===== src/rtl/pipe_pkg.sv =====
// Shared constants and payload type for the elastic pipeline registers.
// The optional skid entry is enabled by PIPE_STAGE_SKID_EN.
package pipe_pkg;

    localparam int DEF_INSTR_W = 32;
    localparam int DEF_PC_W    = 32;
    localparam int DEF_SB_W    = 8;
    localparam int DEF_CNT_W   = 16;

    localparam logic [31:0] NOP_INSTR      = 32'h0000_0013;
    localparam logic [31:0] PC_RST_DEFAULT = 32'hFFFF_FFFC;

    typedef struct packed {
        logic [DEF_INSTR_W-1:0] instr;
        logic [DEF_PC_W-1:0]    pc;
        logic [DEF_SB_W-1:0]    sb;
    } stage_pl_t;

endpackage


===== src/rtl/pipe_slot.sv =====
// One payload entry: valid bit, instruction and data (pc+sideband).
// Flush kills the entry and restores the instruction; data holds.
module pipe_slot #(
    parameter int          IW    = 32,
    parameter int          DW    = 40,
    parameter logic [IW-1:0] I_RST = '0,
    parameter logic [DW-1:0] D_RST = '0
) (
    input  logic          clk,
    input  logic          rst_n,
    input  logic          flush,
    input  logic          load,
    input  logic          clear,
    input  logic [IW-1:0] d_instr,
    input  logic [DW-1:0] d_data,
    output logic          valid,
    output logic [IW-1:0] q_instr,
    output logic [DW-1:0] q_data
);

    always_ff @(posedge clk) begin
        if (!rst_n) begin
            valid   <= 1'b0;
            q_instr <= I_RST;
            q_data  <= D_RST;
        end else if (flush) begin
            valid   <= 1'b0;
            q_instr <= I_RST;
        end else if (load) begin
            valid   <= 1'b1;
            q_instr <= d_instr;
            q_data  <= d_data;
        end else if (clear) begin
            valid   <= 1'b0;
        end
    end

endmodule


===== src/rtl/pipe_stage_reg.sv =====
// Elastic pipeline register with flush and saturating stall counter.
// Define PIPE_STAGE_SKID_EN for a second (skid) entry and registered in_ready.
module pipe_stage_reg
    import pipe_pkg::*;
#(
    parameter int INSTR_W = DEF_INSTR_W,
    parameter int PC_W    = DEF_PC_W,
    parameter int SB_W    = DEF_SB_W,
    parameter logic [INSTR_W-1:0] INSTR_RST = INSTR_W'(NOP_INSTR),
    parameter logic [PC_W-1:0]    PC_RST    = PC_W'(PC_RST_DEFAULT),
    parameter int CNT_W   = DEF_CNT_W
) (
    input  logic               clk,
    input  logic               rst_n,
    input  logic               flush,
    input  logic               in_valid,
    output logic               in_ready,
    input  logic [INSTR_W-1:0] in_instr,
    input  logic [PC_W-1:0]    in_pc,
    input  logic [SB_W-1:0]    in_sb,
    output logic               out_valid,
    input  logic               out_ready,
    output logic [INSTR_W-1:0] out_instr,
    output logic [PC_W-1:0]    out_pc,
    output logic [SB_W-1:0]    out_sb,
    output logic [CNT_W-1:0]   stall_cnt
);

    localparam int DW = PC_W + SB_W;
    localparam logic [DW-1:0]    D_RST   = {PC_RST, {SB_W{1'b0}}};
    localparam logic [CNT_W-1:0] CNT_MAX = '1;

    logic [DW-1:0]      in_data;
    logic               m_valid;
    logic [INSTR_W-1:0] m_instr;
    logic [DW-1:0]      m_data;
    logic               m_load;
    logic [INSTR_W-1:0] m_d_instr;
    logic [DW-1:0]      m_d_data;
    logic               accept;
    logic               drain;

    assign in_data = {in_pc, in_sb};
    assign accept  = in_valid && in_ready;
    assign drain   = m_valid && out_ready;

`ifdef PIPE_STAGE_SKID_EN
    logic               s_valid;
    logic [INSTR_W-1:0] s_instr;
    logic [DW-1:0]      s_data;
    logic               s_load;
    logic               s_pop;

    assign in_ready = flush || !s_valid;
    // Skid drains into main first, keeping strict FIFO order.
    assign s_pop    = drain && s_valid;
    assign s_load   = accept && m_valid && (!drain || s_valid);
    assign m_load   = s_pop || (accept && (!m_valid || drain));
    assign m_d_instr = s_pop ? s_instr : in_instr;
    assign m_d_data  = s_pop ? s_data  : in_data;

    pipe_slot #(
        .IW(INSTR_W), .DW(DW), .I_RST(INSTR_RST), .D_RST(D_RST)
    ) u_skid (
        .clk(clk), .rst_n(rst_n), .flush(flush),
        .load(s_load), .clear(s_pop),
        .d_instr(in_instr), .d_data(in_data),
        .valid(s_valid), .q_instr(s_instr), .q_data(s_data)
    );
`else
    assign in_ready  = flush || !m_valid || out_ready;
    assign m_load    = accept;
    assign m_d_instr = in_instr;
    assign m_d_data  = in_data;
`endif

    pipe_slot #(
        .IW(INSTR_W), .DW(DW), .I_RST(INSTR_RST), .D_RST(D_RST)
    ) u_main (
        .clk(clk), .rst_n(rst_n), .flush(flush),
        .load(m_load), .clear(drain),
        .d_instr(m_d_instr), .d_data(m_d_data),
        .valid(m_valid), .q_instr(m_instr), .q_data(m_data)
    );

    assign out_valid = m_valid;
    assign out_instr = m_instr;
    assign out_pc    = m_data[DW-1:SB_W];
    assign out_sb    = m_data[SB_W-1:0];

    always_ff @(posedge clk) begin
        if (!rst_n) begin
            stall_cnt <= '0;
        end else if (m_valid && !out_ready && !flush
                     && stall_cnt != CNT_MAX) begin
            stall_cnt <= stall_cnt + 1'b1;
        end
    end

endmodule


===== config.mk =====
export PLATFORM = sky130hd
export DESIGN_NAME = pipe_stage_reg
export DESIGN_NICKNAME = d
export VERILOG_FILES = /design/src/rtl/pipe_pkg.sv /design/src/rtl/pipe_slot.sv /design/src/rtl/pipe_stage_reg.sv
export SDC_FILE = /design/constraint.sdc
export NUM_CORES = 1
export LEC_CHECK = 0
export CORE_ASPECT_RATIO = 0.75
export CORE_UTILIZATION = 25
export DETAILED_ROUTE_END_ITERATION = 6
export PLACE_DENSITY = 0.55
export SLEW_MARGIN = 0
export SYNTH_ARGS = -nofsm -noshare
export SYNTH_HDL_FRONTEND = slang
export SYNTH_HIERARCHICAL = 1
export SYNTH_SLANG_ARGS = --single-unit

===== constraint.sdc =====
create_clock -name clk -period 1.5 [get_ports clk]
set_input_delay 0.225 -clock clk [delete_from_list [all_inputs] [get_ports clk]]
set_output_delay 0.225 -clock clk [all_outputs]
set_load 0.03 [all_outputs]

==> metrics.cfg <==
[placed_design]
place.gp.congestion = 0.801
place_area_mm2 = 0.00597
dp_hpwl_um = 7910
io_buffers = 166
pre_cts_ws_ns = -0.487

[die]
die_x_um = 144
die_height_um = 109
row_count = 38
ios = 167
start_util_pct = 26.0
coreArea_mm2 = 0.0146
dieArea_mm2 = 0.0157

[finish]
drive_gt1_share_pct = 22.4
nets = 679
final_cell_area_mm2 = 0.00662
area_delta_synth_final_pct = 74.0
utilization_pct = 45.2

[route]
met3WireLength_um = 796
route.met2.wl_um = 5580
met1_length_um = 5470
first_pass_iters = 4
wl_per_cell_um = 14.7
totalWireLength_um = 11900
initialDrtViolationCount = 152
drc = 0
top_layer_used = met4
vias_per_cell = 4.39
final_antenna_net_count = 0
vias = 3546

[logic_synthesis]
synth.top_cell.area_share_pct = 46.8
synth_most_common_cell = dfxtp_1
synth_area_mm2 = 0.00380
synthTopCellsByArea = dfxtp_1 47%, mux2i_1 11%, nand3b_1 5.9%
yosysSeqAreaShare_pct = 46.8
syn_inst = 387
synth_edf_count = 0
syn-num-nets = 465
ys_ff_latch = 89
synth-async-reset-ratio_pct = 0
yosysWarnings = 6
synthDistinctLibCells = 44
synth.avg_cell_area_um2 = 9.83
yosysTopAreaCell = dfxtp_1
synthTopCellsByCount = 89 x dfxtp_1, 43 x mux2i_1, 33 x nor2_1, 32 x inv_1, 30 x nand3b_1
synth_flop_cell = dfxtp_1

[global_route]
grt_use_total_pct = 14.4
antenna_found_initial = 0
grt_pass1_vias = 3447
grt_max_degree = 51
grt_first_pass_wirelength_um = 17500
gr-total-overflow = 0

[clock_network]
clkSinkCount = 89
cts_buffers = 9
root_buffer = clkbuf_16
clkSlewWorstSetupHoldPaths_ns = 0.07
h-tree-depth = 3
clockBufferDepth = 2
cts_tree = built
clkLatencyLatePin_ns = 0.33

[sta]
slew_viol_final = 0
setup_viol = 71
holdWs_ns = 0.353
max_slew_margin_pct = 71.0
clock.fmax_mhz = 625
tightest_slew_ns = 0.435
fin_crit_sh_pct = 107
hold_viol_final = 0
rsz0062_at_grt = true
finalSetupTns_ns = -3.45
period_needed_ns = 1.60
clock_skew_ns = 0.00804
setup_slack_ns = -0.0988

[power_and_ir_drop]
power.leakage_nw = 3.00
p_per_area_mw_per_mm2 = 880
ir_drop_v = 0.000472

[critical_path]
crit_fanout = 8
cp.required_ns = 1.72
arrival_ns = 1.82
worst_path_max_delay_cell = dfxtp_4
rr_worst_depth = 8
crit_cells = 8
critPathTopFamily = buffers and inverters
start_kind = flop
crit_type = flop to flop
critPathBufInv = 4
cp_cell_sequence = nor3b_4, inv_2, and2_4, buf_6, buf_12, clkbuf_16, mux2i_1, nor2_1
crit_path_end_kind = flop
max_stage_delay_ns = 0.34

[outcome]
failed_checks = setup timing
status = finished with violations

[worst_hold_path]
hold_depth = 3
hold_class = input port to flop

[job]
cap_violations = 0

## where the power goes
group          internal, W  switching, W
Sequential         0.00244     0.0000466
Combinational     0.000531      0.000516
Clock              0.00134      0.000942
## logic make-up after synthesis
| logic type | count (synthesis) | share of synthesized area (%) |
|---|---|---|
| mux | 43 | 11.3 |
| flops | 89 | 46.8 |
| buf+inv | 61 | 9.34 |
| compound gates | 54 | 11.3 |
| simple gates | 137 | 20.5 |
| fa+ha+maj | 1 | 0.329 |
| xor+xnor | 2 | 0.461 |
## sequential cells by signal, indices dropped and copies added (netlist names)
signal	cells
stall_cnt	16
u_main/q_instr	32
u_main/q_data	40
u_main/valid	1
## per-layer routing
layer  track usage (%)  vias up
met1              17.8     1674
li1                  -     1763
met3              4.70        4
met2              23.9      105
met4              3.61        0
met5                 0        -
## path summary, 6_finish.rpt
kind | startpoint | endpoint | slack, ns
worst max register to register | u_main/valid | u_main/q_instr[29] | -0.1
worst min register to register | u_main/q_data[2] | u_main/q_data[2] | 0.46
worst max-delay path | u_main/valid | u_main/q_instr[29] | -0.1
worst min-delay path | rst_n | u_main/q_data[30] | 0.35
## final cells by class
class,count,area [µm²]
multi-input cells,237,1790
clock inverters,6,66.3
flip-flops and latches,89,1830
clock buffers,10,239
fillers,1475,8020
repair buffers,231,2310
inverters,33,124
diodes,1,2.50
well taps,200,250
## placed cells by master (no fill, tap or decap), types with 3 or more instances in the layout
| master | netlist | routed |
|---|---|---|
| dfxtp_2 | 0 | 6 |
| a211o_1 | 3 | 3 |
| buf_6 | 6 | 8 |
| buf_4 | 3 | 39 |
| o211ai_2 | 8 | 8 |
| clkdlybuf4s50_1 | 0 | 73 |
| o21ai_1 | 2 | 3 |
| dfxtp_4 | 0 | 11 |
| nand2_1 | 29 | 28 |
| nand3_1 | 6 | 5 |
| nand4_1 | 5 | 5 |
| o211ai_1 | 23 | 23 |
| mux2i_1 | 43 | 40 |
| dfxtp_1 | 89 | 72 |
| a21oi_1 | 9 | 9 |
| buf_12 | 3 | 8 |
| nand3b_1 | 30 | 30 |
| nor2_1 | 33 | 32 |
| inv_1 | 32 | 31 |
| or3_1 | 3 | 3 |
| dlygate4sd2_1 | 0 | 91 |
| clkbuf_16 | 0 | 16 |
| nand2b_1 | 5 | 5 |
| nor3_2 | 1 | 3 |
| mux2i_2 | 0 | 3 |
## repair_timing
| action | 4_1_cts | 5_1_grt |
|---|---|---|
| resized for setup | 109 | 23 |
| endpoints found under the hold margin | 0 | 0 |
| hold buffers | 0 | 0 |
| endpoints found under the setup margin | 130 | 75 |
| setup buffers | 4 | 11 |
| cloned | 1 | 9 |
| pin swaps | 12 | 33 |
## worst register-to-register path, delay by kind of cell, from the launching register on
kind	cells	cell delay, ns
muxes	1	0.15
DFF	1	0.34
buffers and inverters	4	0.53
and+or+nand+nor	3	0.48
## through the flow
stage / cells / power [W]
CTS: 790 / 0.00583
global route: 806 / 0.00610
floorplan: 387 / 0.00307
global placement: 769 / 0.00354
detailed placement: 769 / 0.00355
finish: 807 / 0.00582
Power figures use the tool's default switching activity.
